--- config.mk ---
export PLATFORM = sky130hd
export DESIGN_NAME = tx_serializer
export DESIGN_NICKNAME = d
export VERILOG_FILES = /design/src/rtl/tx_serializer.sv
export SDC_FILE = /design/constraint.sdc
export NUM_CORES = 1
export LEC_CHECK = 0
export CORE_ASPECT_RATIO = 0.9
export CORE_MARGIN = 5
export CORE_UTILIZATION = 42
export CTS_CLUSTER_DIAMETER = 40
export CTS_CLUSTER_SIZE = 20
export DETAILED_ROUTE_END_ITERATION = 8
export GPL_TIMING_DRIVEN = 0
export PLACE_DENSITY_LB_ADDON = 0.1
export SYNTH_ARGS = -nofsm -noshare
export SYNTH_HDL_FRONTEND = slang
export SYNTH_SLANG_ARGS = --single-unit
--- constraint.sdc ---
create_clock -name clk -period 2.57 [get_ports clk]
set_input_delay 0.514 -clock clk [delete_from_list [all_inputs] [get_ports clk]]
set_output_delay 0.514 -clock clk [all_outputs]
set_load 0.05 [all_outputs]
--- src/rtl/tx_serializer.sv ---
// UART transmit serializer: one word per valid/ready handshake, sent as start, LSB-first data,
// optional parity and 1 or 2 stop bits, with bit periods paced by an external baud_tick strobe.
module tx_serializer #(
  parameter int unsigned UART_DATA_WIDTH = 8,
  parameter int unsigned WIDTH_BITS      = $clog2(UART_DATA_WIDTH + 1)
) (
  input  logic                       clk,
  input  logic                       n_rst,
  input  logic                       baud_tick,
  input  logic                       tx_valid,
  output logic                       tx_ready,
  input  logic [UART_DATA_WIDTH-1:0] tx_data,
  input  logic [WIDTH_BITS-1:0]      uart_data_width,
  input  logic                       parity_en,
  input  logic                       parity_odd,
  input  logic                       stop2,
  output logic                       baud_restart,
  output logic                       tx,
  output logic                       tx_busy,
  output logic                       tx_done
);

  localparam logic [WIDTH_BITS-1:0] MAX_WIDTH = WIDTH_BITS'(UART_DATA_WIDTH);

  typedef enum logic [2:0] {
    ST_IDLE,
    ST_START,
    ST_DATA,
    ST_PARITY,
    ST_STOP
  } state_t;

  state_t                     state_q, state_d;
  logic [UART_DATA_WIDTH-1:0] shift_q, shift_d;
  logic [WIDTH_BITS-1:0]      bit_cnt_q, bit_cnt_d;
  logic [WIDTH_BITS-1:0]      width_q, width_d;
  logic                       par_en_q, par_en_d;
  logic                       par_bit_q, par_bit_d;
  logic                       stop2_q, stop2_d;
  logic                       stop_cnt_q, stop_cnt_d;
  logic                       tx_q, tx_d;

  logic [WIDTH_BITS-1:0]      width_eff;
  logic [UART_DATA_WIDTH-1:0] data_masked;
  logic [UART_DATA_WIDTH-1:0] shift_nxt;
  logic                       parity_calc;
  logic                       accept;

  // Decode the frame configuration offered alongside the word
  always_comb begin
    width_eff = uart_data_width;
    if (uart_data_width == '0 || uart_data_width > MAX_WIDTH) begin
      width_eff = MAX_WIDTH;
    end
    data_masked = '0;
    for (int i = 0; i < UART_DATA_WIDTH; i++) begin
      data_masked[i] = tx_data[i] & (WIDTH_BITS'(i) < width_eff);
    end
    parity_calc = (^data_masked) ^ parity_odd;
  end

  assign accept       = tx_valid && (state_q == ST_IDLE);
  assign shift_nxt    = shift_q >> 1;
  assign baud_restart = accept;
  assign tx_ready     = (state_q == ST_IDLE);
  assign tx_busy      = ~tx_ready;
  assign tx           = tx_q;

  // Next-state logic; tx_d carries the level of the bit being entered
  always_comb begin
    state_d    = state_q;
    shift_d    = shift_q;
    bit_cnt_d  = bit_cnt_q;
    width_d    = width_q;
    par_en_d   = par_en_q;
    par_bit_d  = par_bit_q;
    stop2_d    = stop2_q;
    stop_cnt_d = stop_cnt_q;
    tx_d       = tx_q;
    tx_done    = 1'b0;

    case (state_q)
      ST_IDLE: begin
        tx_d = 1'b1;
        if (accept) begin
          shift_d    = data_masked;
          width_d    = width_eff;
          par_en_d   = parity_en;
          par_bit_d  = parity_calc;
          stop2_d    = stop2;
          bit_cnt_d  = '0;
          stop_cnt_d = 1'b0;
          state_d    = ST_START;
          tx_d       = 1'b0;
        end
      end
      ST_START: begin
        if (baud_tick) begin
          state_d   = ST_DATA;
          bit_cnt_d = '0;
          tx_d      = shift_q[0];
        end
      end
      ST_DATA: begin
        if (baud_tick) begin
          if (bit_cnt_q == width_q - WIDTH_BITS'(1)) begin
            if (par_en_q) begin
              state_d = ST_PARITY;
              tx_d    = par_bit_q;
            end else begin
              state_d    = ST_STOP;
              stop_cnt_d = 1'b0;
              tx_d       = 1'b1;
            end
          end else begin
            shift_d   = shift_nxt;
            bit_cnt_d = bit_cnt_q + WIDTH_BITS'(1);
            tx_d      = shift_nxt[0];
          end
        end
      end
      ST_PARITY: begin
        if (baud_tick) begin
          state_d    = ST_STOP;
          stop_cnt_d = 1'b0;
          tx_d       = 1'b1;
        end
      end
      ST_STOP: begin
        tx_d = 1'b1;
        if (baud_tick) begin
          if (stop2_q && !stop_cnt_q) begin
            stop_cnt_d = 1'b1;
          end else begin
            state_d = ST_IDLE;
            tx_done = 1'b1;
          end
        end
      end
      default: begin
        state_d = ST_IDLE;
        tx_d    = 1'b1;
      end
    endcase
  end

  always_ff @(posedge clk or negedge n_rst) begin
    if (!n_rst) begin
      state_q    <= ST_IDLE;
      shift_q    <= '0;
      bit_cnt_q  <= '0;
      width_q    <= '0;
      par_en_q   <= 1'b0;
      par_bit_q  <= 1'b0;
      stop2_q    <= 1'b0;
      stop_cnt_q <= 1'b0;
      tx_q       <= 1'b1;
    end else begin
      state_q    <= state_d;
      shift_q    <= shift_d;
      bit_cnt_q  <= bit_cnt_d;
      width_q    <= width_d;
      par_en_q   <= par_en_d;
      par_bit_q  <= par_bit_d;
      stop2_q    <= stop2_d;
      stop_cnt_q <= stop_cnt_d;
      tx_q       <= tx_d;
    end
  end

endmodule

## Yosys cells after proc, flatten, opt, wreduce, memory -nomap -nowiden

Cells that the tools add are included.
Widths: inputs -> output; s select.

| cells by class | value |
|---|---|
| muxes and demuxes | 37 |
| $lt $le $gt $ge | 9 |
| add/subtract/negate cells | 2 |
| reduce and logical (&&, ||, !) cells | 16 |
| eq/ne operators | 15 |
| bitwise operators | 10 |

Operators with widths:

| cell | number |
|---|---|
| $mux 3 | 8 |
| $mux 8 | 3 |
| $mux 4 | 5 |
| $ne 2x2->1 const B | 9 |
| $lt 3x4->1 const A | 4 |
| $mux 1 | 16 |
| $pmux 8 s2 | 1 |
| $pmux 3 s5 | 1 |
| $pmux 4 s3 | 1 |
| $and 1x1->1 | 8 |
| $lt 1x4->1 const A | 2 |
| $lt 2x4->1 const A | 2 |
| $pmux 1 s4 | 2 |
| $reduce_and 8->1 | 1 |
| $reduce_xor 8->1 | 1 |
| $reduce_and 7->1 | 1 |
| $eq 3x2->1 const B | 2 |
| $reduce_and 5->1 | 1 |
| $add 4x1->4 const B | 1 |
| $eq 4x4->1 | 1 |
| $gt 4x4->1 const B | 1 |
| $logic_not 4->1 | 1 |
| $reduce_and 4->1 | 1 |
| $reduce_bool 4->1 | 1 |
| 14 further kinds | 15 |

| storage, ports and cells | value |
|---|---|
| word-level logic and storage cells | 98 |
| output and inout bits | 5 |
| register bits after elaboration | 24 |

## Longest topological paths before layout

Gate-level depths: netlist of the first run.

| depth | value |
|---|---|
| depth after elaboration | 7 |
| depth in mapped cells | 7 |
| depth with buffers taken out | 7 |

## Worst setup path after synthesis of the first run

Ideal clock, no wire load.

| timing path | value |
|---|---|
| path kind | flip-flop to output port |
| from | register state_q[0] |
| to | output baud_restart |
| path buffers | 1 |
| required time | 2.056 ns |
| data arrival time | 2.349 ns |
| cell stages (with the launch flop) | 6 |
| setup slack | -0.293 ns |
| cell sequence | dfrtp_1 > or3_1 > inv_1 > nand2_2 > inv_1 > clkbuf_1 |

| between the ends | value |
|---|---|
| cells in the longest elaborated chain, start to end | 2 |

RTL lines:

| what | line | source |
|---|---|---|
| start: declaration | 33 | `state_t state_q, state_d;` |
| start signal: assignment | 159 | `state_q <= state_d;` |
| $logic_not 3->1 | - |  |
| named net tx_ready | 11 | `output logic tx_ready,` |
| $logic_and 1x1->1 | 62 | `assign accept = tx_valid && (state_q == ST_IDLE);` |
| end: declaration | 17 | `output logic baud_restart,` |

The timed path passes the listed nets, and every way through them passes these cells.

## Worst setup path in the final report of the first run

| timing path | value |
|---|---|
| from | register state_q[0] |
| to | output baud_restart |

| between the ends | value |
|---|---|
| cells in the longest elaborated chain, start to end | 2 |

RTL lines:

| what | line |
|---|---|
| $logic_not 3->1 | 62 |
| $logic_and 1x1->1 | 62 |

No other way between the ends.

==> results of run 1 <==
==> report_power, final <==
| part | leakage, nW | switching (mW) | total, mW | internal (mW) |
|---|---|---|---|---|
| clock network | 0.0228 | 0.120 | 0.231 | 0.111 |
| registers | 0.305 | 0.135 | 0.680 | 0.546 |
| logic | 0.542 | 0.645 | 1.10 | 0.460 |
==> layer usage <==
layer	vias to the layer above	share of wire [%]	global-route usage [%]
li1	691	-	-
met1	666	52	20.59
met2	17	45	26.74
met3	2	2.9	3.623
met4	0	0.63	2.838
met5	-	0	0
==> metrics by stage <==
step | setup TNS, ns | hold slack, ns | area (sq um) | power, mW | util, %
3_5_place_dp | -0.3280 | 0.4791 | 1883 | 1.806 | 50.83
5_1_grt | 0 | 0.5133 | 1927 | 2.206 | 52.01
3_3_place_gp | -0.3392 | 0.4715 | 1883 | 1.779 | 50.83
2_1_floorplan | 0 | 0.2184 | 1615 | 1.501 | -
6_report | 0 | 0.4917 | 1927 | 2.015 | 52.01
4_1_cts | 0 | 0.5009 | 1922 | 2.034 | 51.87
==> registers in the layout, summed over array words and instances, names as in the netlist <==
| name | count |
|---|---|
| shift_q | 8 |
| state_q | 3 |
| par_bit_q | 1 |
| stop_cnt_q | 1 |
| bit_cnt_q | 4 |
| stop2_q | 1 |
| par_en_q | 1 |
| width_q | 4 |
| tx | 1 |
==> cell usage after synthesis (all sizes together), types with 4 or more instances <==
cell type	count
a21oi	5
nand2	27
nor2	10
o21ai	16
clkbuf	4
inv	8
dfrtp	23
nor2b	7
o31ai	4
xor2	6
nand3	8
mux2	9
==> critical path: stages (launching register included) <==
cell,delay (ns)
sky130_fd_sc_hd__dfrtp_1,0.46
sky130_fd_sc_hd__or3_1,0.43
sky130_fd_sc_hd__clkinvlp_4,0.10
sky130_fd_sc_hd__nand2_2,0.11
sky130_fd_sc_hd__inv_1,0.13
sky130_fd_sc_hd__buf_2,0.21
sky130_fd_sc_hd__buf_4,0.22
==> logic make-up after synthesis <==
kind of cell,Yosys count,synth area share (%)
AO/OA/AOI/OAI,49,21.68
XOR/XNOR,10,6.372
adder cells (fa/ha/maj),2,1.554
buffers and inverters,15,4.273
flip-flops,24,37.37
multiplexers,9,6.294
AND/OR/NAND/NOR,70,22.46
==> what timing repair did <==
| item | in CTS | in global routing |
|---|---|---|
| resized for setup | 6 | 4 |
| cloned | 0 | 0 |
| setup endpoints to repair | 2 | 2 |
==> worst max-delay path by stage <==
stage,start,cells past startpoint,to
2_1_floorplan,state_q[0],5,baud_restart
3_3_place_gp,tx_valid,5,baud_restart
3_5_place_dp,tx_valid,5,baud_restart
4_1_cts,state_q[0],4,tx_done
5_1_grt,state_q[0],6,baud_restart
6_report,state_q[0],6,baud_restart
==> area by class of cell <==
| type | count | area [sq um] | area share [%] |
|---|---|---|---|
| plain buffers | 7 | 40.04 | 2.078 |
| flip-flops and latches | 24 | 601.8 | 31.23 |
| multi-input cells | 140 | 939.7 | 48.77 |
| clock buffers | 4 | 45.04 | 2.338 |
| repair buffers | 21 | 209.0 | 10.84 |
| inverters | 8 | 33.78 | 1.753 |
| well taps | 46 | 57.56 | 2.987 |
==> impl_metrics.py, run 1 <==
metrics = {
    "outcome": {
        "result_of_the_run": "finished clean",
    },
    "cts": {
        "cts_made_buffers": 3,
        "htreeDepth": 1,
        "root_buffer": "sky130_fd_sc_hd__clkbuf_8",
        "clock_sink_count": 24,
        "clk_latency_ns": 0.27,
        "clk_transition_reported_paths_ns": 0.09,
        "cts_hold_buffers_added": 0,
        "clock_path_buffers": 2,
        "tritoncts": "built",
        "cts_setup_buffers": 0,
    },
    "floorplanning": {
        "std_cell_rows": 21,
        "floorplan.die.height_um": 68.74,
        "start_util_pct": 43.47,
        "area_enclosed_by_the_die_boundary_sq_um": 5174,
        "die_w_um": 75.27,
        "core-area_sq_um": 3705,
        "pin_count": 24,
    },
    "synth": {
        "ys_dominant_reg_cell": "sky130_fd_sc_hd__dfrtp_1",
        "synth_enable_flop_cells": 0,
        "synth_async_sr_flop_share_pct": 100.0,
        "synth_largest_area_cell": "sky130_fd_sc_hd__dfrtp_1",
        "yosysSeqAreaShare_pct": 37.37,
        "postSynthCellCount": 179,
        "synth_top_cell_area_share_pct": 35.74,
        "post_synth_instance_area_sq_um": 1610,
        "ys_ff_latch": 24,
        "synth_warnings": 0,
        "synth_cell_types": 54,
        "syn-mean-instance-area_sq_um": 8.996,
        "synth.top_cells.by_area": "sky130_fd_sc_hd__dfrtp_1 36%, sky130_fd_sc_hd__nand2_1 6.1%, sky130_fd_sc_hd__mux2_1 4.9%, sky130_fd_sc_hd__o21ai_0 4.4%, sky130_fd_sc_hd__xor2_1 3.3%",
        "synthesis.nets": 200,
    },
    "sta": {
        "final_min_period_over_clock_period_pct": 95.53,
        "max_freq_ghz": 0.4073,
        "rsz_0062_raised_after_global_routing": "no",
        "worst_pin_slew_ns": 1.113,
        "finClkSkew_ns": 0.005649,
        "period_needed_ns": 2.455,
        "timing.max_slew.rel_slack_pct": 25.57,
        "report.final.slew_viol_count": 0,
        "postLayoutSetupSlackWorst_ns": 0.1148,
        "hold_viol_final": 0,
        "setup_viol_count_final": 0,
    },
    "routing": {
        "vias": 1376,
        "drtAntennaViolNets": 0,
        "wirelength_mm": 3.625,
        "vias_per_cell": 5.504,
        "detailedRoute.firstPassIterationCount": 4,
        "drtIter0Drc": 124,
        "drc": 0,
        "routedWlPerCell_um": 14.50,
    },
    "min_path": {
        "worst_hold_startpoint": "par_bit_q",
        "hold_critical_path_endpoint": "par_bit_q",
        "hold_class": "reg -> reg",
        "min_delay_path_depth": 2,
    },
    "cells_and_area": {
        "final_nets": 226,
        "fill_cells": 354,
        "final_cell_mix": "26 x sky130_fd_sc_hd__nand2_1, 23 x sky130_fd_sc_hd__dfrtp_1, 18 x sky130_fd_sc_hd__clkdlybuf4s50_1, 14 x sky130_fd_sc_hd__o21ai_0, 10 x sky130_fd_sc_hd__nor2_1",
        "synth_to_layout_area_growth_pct": 19.66,
        "mostFrequentLayoutCell": "sky130_fd_sc_hd__nand2_1",
        "finalNonFillerCells": 250,
        "post_route_cells_drive_above_1_share_pct": 12.25,
        "antenna_cells_inserted": 0,
    },
    "critical_path": {
        "worstReg2RegEnd": "stop_cnt_q",
        "cp.arrival_ns": 1.94,
        "worst_ep_required_time_ns": 2.06,
        "reg2reg_setup_slack_ns": 0.43,
        "startpoint_type_of_the_worst_setup_path": "flip-flop",
        "critical_path_peak_fanout": 10,
        "timing.rr.start": "width_q[0]",
        "critPathKind": "reg -> out",
        "rr_worst_depth": 7,
        "end_kind": "output pin",
    },
    "pwr": {
        "leakagePower_nw": 0.8701,
        "power_per_cell_area_nw_per_um2": 1046,
        "ir_worst_vdd_mv": 0.6377,
    },
    "place": {
        "post-place-ws_ns": -0.3280,
        "place.port_buffers": 21,
        "finalWeightedCongestion": 0.7928,
        "detailedPlacementHpwl_mm": 2.742,
        "place.detailed.instances": 246,
    },
    "global_routing": {
        "grt_pass1_vias": 1378,
        "grt_max_degree": 25,
        "globalRoute.totalOverflow": 0,
        "antenna_violations_before_repair": 0,
        "grt_pass1_wl_mm": 6.285,
        "track_usage_pct": 15.71,
    },
    "run": {
        "maxCapViolCount": 0,
    },
}
Power figures use the tool's default switching activity.
==> run 2, diff against run 1 <==
Settings changed: CTS_CLUSTER_SIZE 20 to default, SLEW_MARGIN from default to 40.
Clock period 2.57 ns to 3.2 ns, I/O delays scaled along.
==> impl_metrics.py, run 2 (same netlist as run 1, synthesis figures left out) <==
metrics = {
    "outcome": {
        "result_of_the_run": "finished clean",
    },
    "cts": {
        "clk_latency_ns": 0.27,
        "clock_path_buffers": 2,
        "cts_hold_buffers_added": 0,
        "root_buffer": "sky130_fd_sc_hd__clkbuf_8",
        "clock_sink_count": 24,
        "cts_setup_buffers": 0,
        "clk_transition_reported_paths_ns": 0.09,
        "tritoncts": "built",
        "htreeDepth": 1,
        "cts_made_buffers": 3,
    },
    "sta": {
        "report.final.slew_viol_count": 0,
        "hold_viol_final": 0,
        "period_needed_ns": 3.020,
        "final_min_period_over_clock_period_pct": 94.38,
        "fin_tns_setup_ns": 0,
        "setup_viol_count_final": 0,
        "postLayoutSetupSlackWorst_ns": 0.1800,
        "max_freq_ghz": 0.3311,
        "timing.max_slew.rel_slack_pct": 63.96,
        "rsz_0062_raised_after_global_routing": "no",
        "worst_pin_slew_ns": 0.5406,
        "finClkSkew_ns": 0.005124,
    },
    "cells_and_area": {
        "largest-register": "shift_q",
        "finalCoreUtilization_pct": 52.04,
        "fill_cells": 365,
        "reg_top3": "shift_q: 8 flops, bit_cnt_q: 4 flops, width_q: 4 flops",
        "final_nets": 226,
        "post_route_cells_drive_above_1_share_pct": 11.76,
        "synth_to_layout_area_growth_pct": 19.74,
        "multi_input_comb_area_sq_um": 939.7,
        "antenna_cells_inserted": 0,
        "final_cell_mix": "26 x sky130_fd_sc_hd__nand2_1, 23 x sky130_fd_sc_hd__dfrtp_1, 19 x sky130_fd_sc_hd__clkdlybuf4s50_1, 14 x sky130_fd_sc_hd__o21ai_0, 10 x sky130_fd_sc_hd__nor2_1",
        "largest_register_ff_count": 8,
        "ff_latch_area_sq_um": 601.8,
        "non_filler_cell_area_final_sq_um": 1928,
        "mostFrequentLayoutCell": "sky130_fd_sc_hd__nand2_1",
    },
    "floorplanning": {
        "floorplan.die.height_um": 68.74,
        "start_util_pct": 43.47,
        "die_w_um": 75.27,
        "core-area_sq_um": 3705,
        "area_enclosed_by_the_die_boundary_sq_um": 5174,
        "pin_count": 24,
        "std_cell_rows": 21,
    },
    "place": {
        "post-place-ws_ns": -0.1276,
        "place.port_buffers": 21,
        "detailedPlacementHpwl_mm": 2.799,
        "finalWeightedCongestion": 0.8203,
        "placed_area_sq_um": 1873,
    },
    "critical_path": {
        "worst_ep_required_time_ns": 2.56,
        "startpoint_type_of_the_worst_setup_path": "flip-flop",
        "crit_chain": "or3_1, inv_1, nand2_2, inv_1, clkbuf_1, clkdlybuf4s15_1",
        "critical_path.slowest_cell": "sky130_fd_sc_hd__clkdlybuf4s15_1",
        "critPathMostFrequentCell": "sky130_fd_sc_hd__inv_1",
        "critical_path_peak_fanout": 10,
        "cp.arrival_ns": 2.38,
        "end_kind": "output pin",
        "timing.critical_path.slowest_cell_delay_ns": 0.56,
        "critPathKind": "reg -> out",
    },
    "global_routing": {
        "globalRoute.totalOverflow": 0,
        "antenna_violations_before_repair": 0,
        "grt_most_used_layer": "met2",
        "grt_max_degree": 25,
        "global_route_met2_usage_pct": 26.52,
        "use_met3_pct": 3.478,
        "grt_pass1_vias": 1347,
        "gr-usage-met1_pct": 21.05,
        "track_usage_pct": 15.59,
        "grt_pass1_wl_mm": 6.244,
    },
    "pwr": {
        "power_per_cell_area_nw_per_um2": 845.1,
        "ir_worst_vdd_mv": 0.4533,
        "leakagePower_nw": 0.8576,
    },
    "routing": {
        "routedWlPerCell_um": 14.45,
        "wirelength_mm": 3.612,
        "drc": 0,
        "detailedRoute.firstPassIterationCount": 4,
        "vias": 1364,
        "vias_per_cell": 5.456,
        "drtAntennaViolNets": 0,
        "drtIter0Drc": 83,
    },
    "run": {
        "maxCapViolCount": 0,
    },
    "min_path": {
        "hold_class": "in -> async",
    },
}
run 2: worst max-delay path, delay by kind of cell, from the launching register on:
kind	cells	cell delay, ns
flops	1	0.46
simple gates	2	0.51
buf+inv	4	1.14
run 2: final timing paths:
check | slack [ns] | cells past startpoint | startpoint | endpoint
worst max register to register | 1.05 | 7 | width_q[0] | stop_cnt_q
worst min-delay path | 0.34 | 1 | n_rst | state_q[2]
min in group clk | 0.49 | 1 | shift_q[6] | shift_q[6]
max in group asynchronous | 2.49 | 1 | n_rst | tx
worst max-delay path | 0.18 | 6 | state_q[0] | baud_restart
worst min register to register | 0.49 | 1 | shift_q[6] | shift_q[6]
run 2: power breakdown:
| group | internal (mW) | switching, mW |
|---|---|---|
| Combinational | 0.371 | 0.509 |
| Sequential | 0.438 | 0.105 |
| Clock | 0.110 | 0.0976 |
| Total | 0.919 | 0.711 |
run 2: what timing repair did:
item,CTS,global route
gates resized for setup,1,1
pin swaps,0,0
endpoints found under the setup margin,1,1
run 2: through the flow:
stage               hold slack [ns]  power (mW)  cells
floorplan                    0.3444       1.198    179
global placement             0.4684       1.413    246
detailed placement           0.4753       1.439    246
CTS                          0.3662       1.648    250
global route                 0.3869       1.782    250
finish                       0.3413       1.629    250
run 2: cell type report:
cell class / count / area share [%]
multi-input combinational: 140 / 48.73
tap: 46 / 2.985
inverter: 8 / 1.557
buffer: 7 / 2.012
clock buffer: 4 / 2.855
sequential: 24 / 31.21
timing repair buffer: 21 / 10.64
run 2: per-layer routing:
metal / wire [um] / share of wire, % / up-vias
met5: 0 / 0 / -
met4: 12 / 0.33 / 0
met3: 135 / 3.7 / 2
met1: 1722 / 48 / 653
met2: 1741 / 48 / 23
li1: - / - / 686
==> edit: new RTL, flow settings as in run 2 <==
Register the input `baud_tick` before use, with the module's reset. The logic sees it one clock later. The other inputs are not delayed to match.
--- a/src/rtl/tx_serializer.sv
+++ b/src/rtl/tx_serializer.sv
@@ -29,6 +29,16 @@
     ST_PARITY,
     ST_STOP
   } state_t;
+
+  logic baud_tick_q;
+
+  always_ff @(posedge clk or negedge n_rst) begin
+    if (!n_rst) begin
+      baud_tick_q <= '0;
+    end else begin
+      baud_tick_q <= baud_tick;
+    end
+  end
 
   state_t                     state_q, state_d;
   logic [UART_DATA_WIDTH-1:0] shift_q, shift_d;
@@ -95,14 +105,14 @@
         end
       end
       ST_START: begin
-        if (baud_tick) begin
+        if (baud_tick_q) begin
           state_d   = ST_DATA;
           bit_cnt_d = '0;
           tx_d      = shift_q[0];
         end
       end
       ST_DATA: begin
-        if (baud_tick) begin
+        if (baud_tick_q) begin
           if (bit_cnt_q == width_q - WIDTH_BITS'(1)) begin
             if (par_en_q) begin
               state_d = ST_PARITY;
@@ -120,7 +130,7 @@
         end
       end
       ST_PARITY: begin
-        if (baud_tick) begin
+        if (baud_tick_q) begin
           state_d    = ST_STOP;
           stop_cnt_d = 1'b0;
           tx_d       = 1'b1;
@@ -128,7 +138,7 @@
       end
       ST_STOP: begin
         tx_d = 1'b1;
-        if (baud_tick) begin
+        if (baud_tick_q) begin
           if (stop2_q && !stop_cnt_q) begin
             stop_cnt_d = 1'b1;
           end else begin
Function: changed (Yosys sat finds a counterexample within 4 cycles, from zero or initial values and one cycle with n_rst low).
==> edit against run 2 <==
- final area increased by 0.91%
- power increased by 2.1%
- final cell count decreased by 0.80%
- routed wire length decreased by 4.1%
- critical path type is now in2out
- via count decreased by 2.2%
- fmax decreased by 1.2%
- first-iteration DRC count decreased by 20%
- setup slack got worse by 0.036 ns
- synthesized area increased by 1.3%
- combinational power increased by 7.2%
- critical endpoint unchanged
- sequential cell count increased by 1
- register-to-register slack improved by 0.15 ns
- sequential power decreased by 1%
==> edit: results (changes against run 2) <==
----------------------------------------------------
[Global routing]
  Pin count of the biggest net entering global routing ... 26 (+4.0%)
  First-pass GRT wire length ... 5980 um (-4.2%)
  Via count of the first global-routing pass ... 1322 (-1.9%)
  Total routing usage reported by global routing ... 14.3% (-1.3 points)

[Power]
  Worst-case vdd ir drop ... 0.455 mV (+0.36%)
  Switch share ... 44.3% (+0.64 points)
  Reported leakage power ... 0.839 nW (-2.2%)

[Synthesis]
  Post-Syn Nets ... 198 (-1.0%)
  FFs w/ async S/R, synth ... 100% (unchanged)
  Share of synthesized area occupied by flip-flops and latches ... 38.4% (+1.0 points)
  Distinct cell type count after synthesis ... 51 (-5.6%)
  Synth top area share ... 36.8% (+1.1 points)
  Top post-synthesis cells by area ... sky130_fd_sc_hd__dfrtp_1 37%, sky130_fd_sc_hd__nand2_1 4.6%, sky130_fd_sc_hd__a21oi_1 4.3%
  Commonest cells post-synth ... 24 x sky130_fd_sc_hd__dfrtp_1, 20 x sky130_fd_sc_hd__nand2_1, 16 x sky130_fd_sc_hd__nor2_1, 14 x sky130_fd_sc_hd__a21oi_1, 11 x sky130_fd_sc_hd__o21ai_0

[Worst setup path]
  Setup slack of the most critical reg-to-reg path ... 1.20 ns (+0.15 ns)
  Library cell contributing the largest single delay on the critical path ... sky130_fd_sc_hd__clkdlybuf4s50_1
  Number of cells traversed by the worst register-to-register path ... 8 (+1)
  Capture instance of the worst register-to-register path ... state_q[1]$_DFFE_PN0P_
  Arrival time at the worst endpoint ... 2.42 ns (+0.04 ns)
  Stage delay of the slowest cell on the critical path ... 0.80 ns (+0.24 ns)

[Route]
  WL final ... 3460 um (-4.1%)
  Violation count after the first detailed-routing iteration ... 66 (-20%)
  Via density per instance ... 5.38 (-1.4%)

[Clock tree]
  Post-CTS Resized ... 0 (-1)
  Hold buffers post-CTS ... 0 (unchanged)
  Count of buffers added by post-CTS timing repair for setup ... 0 (unchanged)

[Final layout]
  Layout net count ... 224 (-0.88%)
  Count of filler cells inserted in the layout ... 342 (-6.3%)
  Ratio of cells with drive above 1 in the final layout ... 15.8% (+4.1 points)

[STA]
  Clock skew after layout ... 0.00530 ns (+0.000172 ns)
  Worst Hold Slack ... 0.353 ns (+0.0119 ns)
  Worst-Margin Slew ... 0.554 ns (+0.0137 ns)

[Placed design]
  Routability Congestion ... 0.841 (+2.5%)
  Placed wire-length estimate ... 2690 um (-3.8%)
  Placed standard-cell area ... 0.00190 sq mm (+1.4%)

[Status]
  Run status ... finished, final reports clean

----------------------------------------------------
==> edit: layer usage <==
metal  vias to the layer above  global-route usage (%)  share of wire [%]
li1                        671                       -                  -
met1                       639                    20.0                 49
met2                        22                    22.1                 47
met3                         2                    3.34                3.8
met4                         0                    3.30               0.46
met5                         -                       0                  0
==> edit: power by group through the flow <==
| stage | Sequential (W) | Clock (W) | Combinational [W] |
|---|---|---|---|
| finish | 0.000535 | 0.000187 | 0.000942 |
| CTS | 0.000533 | 0.000196 | 0.000948 |
| global placement | 0.000535 | 0 | 0.000926 |
| global route | 0.000550 | 0.000206 | 0.00105 |
| floorplan | 0.000538 | 0 | 0.000716 |
| detailed placement | 0.000541 | 0 | 0.000945 |
==> edit: cell type report <==
class / count / area share [%]
Inverter: 10 / 2.06
Timing Repair Buffer: 21 / 10.5
Sequential cell: 25 / 32.2
Multi-Input combinational cell: 134 / 46.7
Buffer: 8 / 3.15
Clock buffer: 3 / 2.12
Tap cell: 46 / 2.96
Clock inverter: 1 / 0.257
==> edit: worst reg2reg max path, stage by stage, from the launching register on <==
cell                      delay [ns]
sky130_fd_sc_hd__dfrtp_1        0.43
sky130_fd_sc_hd__inv_1          0.07
sky130_fd_sc_hd__ha_1           0.30
sky130_fd_sc_hd__xor2_1         0.16
sky130_fd_sc_hd__nand3_2        0.13
sky130_fd_sc_hd__o21ai_4        0.21
sky130_fd_sc_hd__nor3b_4        0.31
sky130_fd_sc_hd__nand2_1        0.08
sky130_fd_sc_hd__a32o_1         0.20
==> edit: through the flow <==
| stage | power [W] | std cells | util, % | worst slack, ns |
|---|---|---|---|---|
| floorplan | 0.00125 | 177 | - | 0.463 |
| global placement | 0.00146 | 244 | 51.0 | 0.144 |
| detailed placement | 0.00149 | 244 | 50.9 | 0.118 |
| CTS | 0.00168 | 248 | 52.1 | 0.128 |
| global route | 0.00180 | 248 | 52.1 | 0.0627 |
| finish | 0.00166 | 248 | 52.1 | 0.144 |
==> edit: how the worst max path moves through the flow <==
stage | slack, ns | to | startpoint | depth (start not counted)
floorplan | 0.46 | baud_restart | state_q[0]$_DFFE_PN0P_ | 5
global placement | 0.14 | baud_restart | tx_valid | 5
detailed placement | 0.12 | baud_restart | tx_valid | 5
CTS | 0.13 | baud_restart | tx_valid | 5
global route | 0.06 | baud_restart | state_q[1]$_DFFE_PN0P_ | 6
finish | 0.14 | baud_restart | tx_valid | 5
==> edit: cell families after synthesis <==
| group | after synthesis | synth area share, % |
|---|---|---|
| simple gates | 67 | 22.2 |
| compound gates | 47 | 19.6 |
| flops | 25 | 38.4 |
| buf+inv | 18 | 6.21 |
| xor+xnor | 13 | 8.67 |
| mux | 5 | 3.37 |
| fa+ha+maj | 2 | 1.53 |
